[config.mk]
export PLATFORM = sky130hd
export DESIGN_NAME = irq_ctrl
export DESIGN_NICKNAME = d
export VERILOG_FILES = /design/src/rtl/irq_ctrl.sv
export SDC_FILE = /design/constraint.sdc
export NUM_CORES = 1
export LEC_CHECK = 0
export ABC_AREA = 0
export BUFFER_PORTS_ARGS = -buffer_cell sky130_fd_sc_hd__buf_2
export CAP_MARGIN = 20
export CORE_MARGIN = 2
export CORE_UTILIZATION = 35
export DETAILED_ROUTE_END_ITERATION = 8
export PLACE_DENSITY = 0.79
export RECOVER_POWER = 50
export SYNTH_ARGS = -nofsm -noshare
export SYNTH_HDL_FRONTEND = slang
export SYNTH_SLANG_ARGS = --single-unit
[constraint.sdc]
create_clock -name clk -period 1.1 [get_ports clk]
set_clock_uncertainty 0.05 [all_clocks]
set_input_delay 0.11 -clock clk [delete_from_list [all_inputs] [get_ports clk]]
set_output_delay 0.11 -clock clk [all_outputs]
set_load 0.01 [all_outputs]
[src/rtl/irq_ctrl.sv]
// irq_ctrl: word-addressed interrupt controller; per-source level/edge capture, pending and mask state.
// Latency: irq_in -> HWInt/IRQ one clock edge (three edges with IRQ_CTRL_SYNC_EN); Dout is combinational.
// Backpressure: none; register accesses complete in a single cycle and the block never stalls the Bridge.
//
// Optional feature macro: IRQ_CTRL_SYNC_EN
//   defined   -> every irq_in bit passes through a 2-flop synchronizer before sampling
//   undefined -> irq_in is sampled directly (no synchronizer flops)
//
// Ports:
//   clk     system clock
//   reset   asynchronous active-low reset (0 = reset)
//   Addr    word address [31:2]; only Addr[3:2] is decoded
//   WE      word write strobe from the Bridge
//   Din     write data
//   Dout    read data of the addressed register (combinational)
//   irq_in  raw source lines (bit 0 = TC0, bit 1 = TC1, bit 2 = external)
//   HWInt   masked pending vector to the CPU
//   IRQ     OR of HWInt
//
// Register map (Addr[3:2]); bits at and above N_SRC read 0 and ignore writes:
//   0 PEND  pending; write-1-to-clear affects edge-mode bits only
//   1 MASK  1 = source enabled onto HWInt
//   2 MODE  1 = edge-triggered, 0 = level
//   3 RAW   sampled inputs, read-only
module irq_ctrl #(
  parameter int N_SRC    = 6,
  parameter int BASE_OFS = 0
) (
  input  logic              clk,
  input  logic              reset,
  input  logic [31:2]       Addr,
  input  logic              WE,
  input  logic [31:0]       Din,
  output logic [31:0]       Dout,
  input  logic [N_SRC-1:0]  irq_in,
  output logic [N_SRC-1:0]  HWInt,
  output logic              IRQ
);

  localparam logic [1:0] A_PEND = 2'd0;
  localparam logic [1:0] A_MASK = 2'd1;
  localparam logic [1:0] A_MODE = 2'd2;
  localparam logic [1:0] A_RAW  = 2'd3;

  logic [N_SRC-1:0] s_in;
  logic [N_SRC-1:0] s_prev;
  logic [N_SRC-1:0] pend;
  logic [N_SRC-1:0] pend_nxt;
  logic [N_SRC-1:0] mask;
  logic [N_SRC-1:0] mode;
  logic [N_SRC-1:0] rise;
  logic [N_SRC-1:0] w1c;

  // Only Addr[3:2] and the low N_SRC data bits matter; BASE_OFS is
  // placement documentation for the Bridge window.
  logic unused_bits;
  assign unused_bits = ^{Addr[31:4], Din[31:N_SRC], BASE_OFS[0]};

`ifdef IRQ_CTRL_SYNC_EN
  logic [N_SRC-1:0] sync_q1;
  logic [N_SRC-1:0] sync_q2;

  always_ff @(posedge clk or negedge reset) begin
    if (!reset) begin
      sync_q1 <= '0;
      sync_q2 <= '0;
    end else begin
      sync_q1 <= irq_in;
      sync_q2 <= sync_q1;
    end
  end

  assign s_in = sync_q2;
`else
  assign s_in = irq_in;
`endif

  assign rise = s_in & ~s_prev;
  assign w1c  = (WE && (Addr[3:2] == A_PEND)) ? Din[N_SRC-1:0] : '0;

  // Pending update uses the MODE value in force before this edge, so a
  // write to MODE changes capture behaviour from the following edge on.
  // In edge mode a fresh rising edge beats a same-cycle W1C.
  always_comb begin
    pend_nxt = pend;
    for (int i = 0; i < N_SRC; i++) begin
      if (!mode[i]) begin
        pend_nxt[i] = s_in[i];
      end else if (rise[i]) begin
        pend_nxt[i] = 1'b1;
      end else if (w1c[i]) begin
        pend_nxt[i] = 1'b0;
      end
    end
  end

  // s_prev resets to 0, so a line already high at reset release is seen
  // as a rising edge on the first clock.
  always_ff @(posedge clk or negedge reset) begin
    if (!reset) begin
      s_prev <= '0;
      pend   <= '0;
      mask   <= '0;
      mode   <= '0;
    end else begin
      s_prev <= s_in;
      pend   <= pend_nxt;
      if (WE && (Addr[3:2] == A_MASK)) begin
        mask <= Din[N_SRC-1:0];
      end
      if (WE && (Addr[3:2] == A_MODE)) begin
        mode <= Din[N_SRC-1:0];
      end
    end
  end

  // Outputs come from registers only; irq_in never reaches HWInt
  // without passing through PEND.
  assign HWInt = pend & mask;
  assign IRQ   = |HWInt;

  always_comb begin
    Dout = '0;
    case (Addr[3:2])
      A_PEND:  Dout[N_SRC-1:0] = pend;
      A_MASK:  Dout[N_SRC-1:0] = mask;
      A_MODE:  Dout[N_SRC-1:0] = mode;
      A_RAW:   Dout[N_SRC-1:0] = s_in;
      default: Dout = '0;
    endcase
  end

endmodule

==> results.toml, run 1 <==
[layout]
layout_common_cells = "conb_1 (26), dfrtp_1 (24), buf_6 (23)"
antenna_cells = 0
area_growth_pct = 40.7
layout-drive-gt1-share_pct = 49.1
final_common_cell = "conb_1"
nNetsFinal = 237
layoutNonFillerInstCount = 213
postLayoutCoreUtil_pct = 51.5
fillers = 346

[place]
hpwl_microns = 2190
placedCellCount = 196
port_buffers = 29
place_congestion = 0.759

[floorplan]
die_w_microns = 66.1
rows = 22
core_area_sq_um = 3690
die_h_microns = 66.1
dieArea_sq_um = 4370
io_pins = 110
start_util_pct = 36.6

[pwr]
peakVddDrop_uv = 816
p_leak_uw = 0.000896
total_power_uw = 2810
powerDensity_nw_per_um2 = 1480

[timing]
layout_min_cycle_time_ns = 1.67
slew_headroom_pct = 59.3
tightest_slew_ns = 0.611
fmaxAchievable_ghz = 0.600
fin_tns_setup_ns = -3.95
rsz0062_at_grt = "true"
setup_violations = 12
drv_slew = 0
finalCritPeriodShare_pct = 152
fin_ws_ns = -0.567
hold_violations = 0

[global_routing]
grt_max_degree = 25
grt_pass1_wl_microns = 4930
grt-ovfl-total = 0
grtUsageTotal_pct = 15.0
grt_pass1_vias = 1050
antenna_found_initial = 0

[cts]
root_buffer = "clkbuf_8"
cts_tree = "done"
clk_pin_slew_ns = 0.09
cts_buffer_depth = 2
insertion_delay_ns = 0.26
htree_levels = 1
cts_sinks = 24
cts_buffers = 3

[yosys]
postSynthAreaPerCell_sq_um = 13.4
ys_warn_count = 0
ys_types = 14
ys_seq_area_share_pct = 44.5
syn_area_sq_um = 1350
yosys_register_bits = 24
postSynthCellCount = 101

[run_status]
outcome = "complete, but fails checks"
failed_checks = "negative setup slack"

[route]
via_count = 1007
postRouteAntennaNets = 0
wire_per_inst_microns = 13.7
drc_errors = 0
dr.pass1.iters = 4
drtIter0Drc = 20
drt_wl_total_microns = 2920
via_per_inst = 4.73

[worst_setup_path]
cp.required_ns = 0.94
r2r_start = "mask[1]$_DFFE_PN0P_"
crit_path_start_kind = "flip-flop"
r2r_setup_slack_ns = 0.02
critPathKind = "reg2out"
arrival_ns = 1.51
r2r-end = "mask[1]$_DFFE_PN0P_"
worstPathMaxFanout = 2
reg2reg_depth = 3
critPathCaptureType = "output port"

[hold_path]
min_to = "mode[1]$_DFFE_PN0P_"
min_path_type = "in2reg"
min_path_cells = 2
hold_path_startpoint = "Din[1]"

[flow_run]
maxCapViolCount = 0
[worst max path at each step]
stage / from / to / slack [ns] / depth (start not counted)
floorplan: mask[2]$_DFFE_PN0P_ / IRQ / -0.14 / 2
global placement: mask[2]$_DFFE_PN0P_ / IRQ / -0.26 / 3
detailed placement: mask[2]$_DFFE_PN0P_ / IRQ / -0.27 / 3
CTS: pend[2]$_DFFE_PN0P_ / IRQ / -0.57 / 3
global route: pend[2]$_DFFE_PN0P_ / IRQ / -0.60 / 3
finish: pend[2]$_DFFE_PN0P_ / IRQ / -0.57 / 3
[area by class of cell]
class                      count  area [sq um]  share of cell area [%]
tap                           48          60.1                    3.16
sequential                    24           601                    31.6
multi-input combinational     73           637                    33.5
timing repair buffer          64           547                    28.8
clock buffer                   4          55.1                    2.90
[logic make-up after synthesis]
group | count (synthesis) | share of synthesized area [%]
buffers and inverters | 29 | 16.5
other | 1 | 0.278
and+or+nand+nor | 21 | 13.0
AOI/OAI and AO/OA | 8 | 5.75
muxes | 18 | 20.0
DFF | 24 | 44.5
[power by group]
part | internal [uW] | switching (uW)
logic | 702 | 397
clock network | 320 | 290
registers | 1020 | 86.8
total | 2040 | 774
[flip-flops by register name, summed over array words and instances (netlist names)]
register and cells:
s_prev 6, mode 6, pend 6, mask 6
[cells in the mapped netlist, drive strengths merged]
master,instances,share of area [%]
a22o,2,1.3
a32o,6,4.4
and2,6,2.8
buf,28,16
clkbuf,1,0.37
conb,1,0.28
dfrtp,24,44
mux2,12,10
mux4,6,10
nand2,6,1.7
nand3b,2,3.0
nand4bb,6,5.0
or4,1,0.56
[worst max-delay path: stages (launching register included)]
cell and delay (ns):
dfrtp_1 0.40, a22o_1 0.22, or4_4 0.48, buf_6 0.13
[per-stage QoR]
stage | cell area, sq um | hold slack, ns | setup WS, ns
after floorplan | 1450 | -0.236 | -0.136
after global placement | 1610 | 0.0711 | -0.260
after detailed placement | 1610 | 0.0757 | -0.274
after CTS | 1880 | 0.0321 | -0.571
after global routing | 1900 | 0.0524 | -0.604
final | 1900 | 0.0521 | -0.567
[routing by layer]
layer	track usage (%)	up-vias	part of all wire, %
li1	-	450	-
met1	19.5	494	41
met2	24.5	56	50
met3	2.21	7	7.7
met4	6.89	0	2.0
met5	0	-	0
[timing repair]
action                                  in CTS  in global routing
endpoints found under the hold margin       30                  0
hold buffers                                 7                  0
pin swaps                                    2                  3
buffers inserted                             3                  3
gates cloned                                 0                  0
resized for setup                           24                  2
endpoints found under the setup margin      13                 13
Power figures use the tool's default switching activity.
==> run 2: changes to the inputs <==
--- a/config.mk
+++ b/config.mk
@@ -9,9 +9,10 @@
 export BUFFER_PORTS_ARGS = -buffer_cell sky130_fd_sc_hd__buf_2
 export CAP_MARGIN = 20
 export CORE_MARGIN = 2
-export CORE_UTILIZATION = 35
+export CORE_UTILIZATION = 36
+export CTS_BUF_LIST = sky130_fd_sc_hd__clkbuf_4
 export DETAILED_ROUTE_END_ITERATION = 8
-export PLACE_DENSITY = 0.79
+export PLACE_DENSITY = 0.81
 export RECOVER_POWER = 50
 export SYNTH_ARGS = -nofsm -noshare
 export SYNTH_HDL_FRONTEND = slang
==> run 2 against run 1 <==
  * The run still ends with negative setup slack left
  * Cell count is 2.3% lower
  * Power decreased by 9.3%
  * Die area shrank 2.6%
  * Combinational power about the same
  * Clock power is 40% lower
  * Fmax decreased by 2.2%
  * Count of clock-buffer cells in the layout decreased by 1
  * Final area fell by 4.0%
  * Core utilization down 1.3 points
  * Sequential cell count did not move
  * Non-clock buffer count is 4 lower
  * Sequential share of layout area increased by 1.3 points
  * Critical path type unchanged
  * Critical endpoint unchanged
  * Highest routed layer is now met3
==> results.toml, run 2 (synthesis gave the netlist of run 1 again) <==
[layout]
final_common_cell = "conb_1"
nNetsFinal = 233
antenna_cells = 0
area_growth_pct = 35.1
layout_common_cells = "conb_1 (26), dfrtp_1 (24), buf_6 (22)"
layout-drive-gt1-share_pct = 48.8
postLayoutCoreUtil_pct = 50.2

[route]
postRouteAntennaNets = 0
via_count = 970
dr.pass1.iters = 2
drc_errors = 0
drt_wl_total_microns = 2820
via_per_inst = 4.66
wire_per_inst_microns = 13.6
drtIter0Drc = 8

[pwr]
switching_share_pct = 28.3
peakVddDrop_uv = 818
power_frac_seq_pct = 43.0
p_comb_share_pct = 42.6
powerDensity_nw_per_um2 = 1400
p_int_uw = 1830
p_leak_uw = 0.000863
total_power_uw = 2550
p_switching_uw = 723
pwr-share-clk_pct = 14.5

[worst_setup_path]
r2r_setup_slack_ns = -0.04
path_cells = "a22o_1 -> or4_4 -> buf_6"
crit_path_max_incr_delay_ns = 0.48
path_delay_family = "simple AND/OR/NAND/NOR gates"
critPathKind = "reg2out"
cp.buffers_inverters = 1
cp.required_ns = 0.94
reg2reg_depth = 4
cp_slowest_cell = "or4_4"
critPathCaptureType = "output port"
crit_path_start_kind = "flip-flop"
worstPathMaxFanout = 2
crit_cells = 3
arrival_ns = 1.55

[timing]
fmaxAchievable_ghz = 0.586
fin_ws_ns = -0.605
hold_violations = 0
finalCritPeriodShare_pct = 155
slew_headroom_pct = 60.3
layout_min_cycle_time_ns = 1.71
rsz0062_at_grt = "true"
drv_slew = 0
worst_hold_slack_ns = 0.0127
fin_tns_setup_ns = -4.53
tightest_slew_ns = 0.596
setup_violations = 14

[flow_run]
maxCapViolCount = 0

[run_status]
outcome = "complete, but fails checks"
failed_checks = "negative setup slack"

[floorplan]
dieArea_sq_um = 4260
core_area_sq_um = 3630
die_h_microns = 65.2
start_util_pct = 37.2
rows = 22
die_w_microns = 65.2
io_pins = 110

[global_routing]
grtUsageTotal_pct = 13.8
grt_pass1_vias = 953
antenna_found_initial = 0
grt_pass1_wl_microns = 4560
grt_max_degree = 25
grt-ovfl-total = 0

[place]
place_congestion = 0.817
hpwl_microns = 2000
port_buffers = 29
place_ws_ns = -0.260

[cts]
insertion_delay_ns = 0.30
htree_levels = 1
cts_buffer_depth = 2
cts_buffers = 3
cts_tree = "done"
clk_pin_slew_ns = 0.12
root_buffer = "clkbuf_4"
cts_sinks = 24

[hold_path]
min_path_type = "in2reg"
min_path_cells = 2
## run 2: changes by cell type in the layout (fill, tap and decap cells not counted)
| cell | change |
|---|---|
| dlygate4sd3_1 | +1 |
| clkbuf_4 | +3 |
| buf_2 | +4 |
| buf_6 | -1 |
| buf_4 | -4 |
| clkbuf_1 | -3 |
| buf_12 | -1 |
| clkbuf_8 | -4 |
## run 2: worst paths after layout
check | start | end
setup reg to reg | pend[1]$_DFFE_PN0P_ | pend[1]$_DFFE_PN0P_
max in group asynchronous | reset | mode[5]$_DFFE_PN0P_
hold reg to reg | s_prev[4]$_DFF_PN0_ | pend[4]$_DFFE_PN0P_
hold / removal | Din[1] | mode[1]$_DFFE_PN0P_
min in group asynchronous | reset | s_prev[3]$_DFF_PN0_
setup / recovery | mask[2]$_DFFE_PN0P_ | IRQ
## run 2: cell type report
type	instances	area [sq um]
Clock buffer	3	22.5
Timing Repair Buffer	60	504
Multi-Input combinational cell	73	637
Tap cell	48	60.1
Fill cell	347	1810
Sequential cell	24	601
## run 2: stage by stage
stage          std cells  area, sq um
2_1_floorplan        126         1450
3_3_place_gp         193         1580
3_5_place_dp         193         1580
4_1_cts              206         1800
5_1_grt              208         1820
6_report             208         1820
## run 2: power by group through the flow
stage / Clock (uW) / Sequential, uW / Combinational (uW)
floorplan: 0 / 1120 / 492
global placement: 0 / 1090 / 826
detailed placement: 0 / 1100 / 839
CTS: 391 / 1100 / 1040
global route: 432 / 1120 / 1170
finish: 369 / 1100 / 1090
## run 2: routing by layer
metal / GRT usage [%] / vias to the layer above / share of wire [%]
met2: 23.6 / 46 / 50
met1: 18.6 / 484 / 44
met5: 0 / - / 0
met4: 3.13 / 0 / 0
li1: - / 440 / -
met3: 1.88 / 0 / 6.3
## run 2: repair_timing
action / 4_1_cts / 5_1_grt
setup endpoints to repair: 13 / 13
pin swaps: 1 / 1
endpoints found under the hold margin: 35 / 0
gates resized for setup: 21 / 5
buffers inserted: 2 / 3
cloned: 0 / 0
hold buffers: 8 / 0
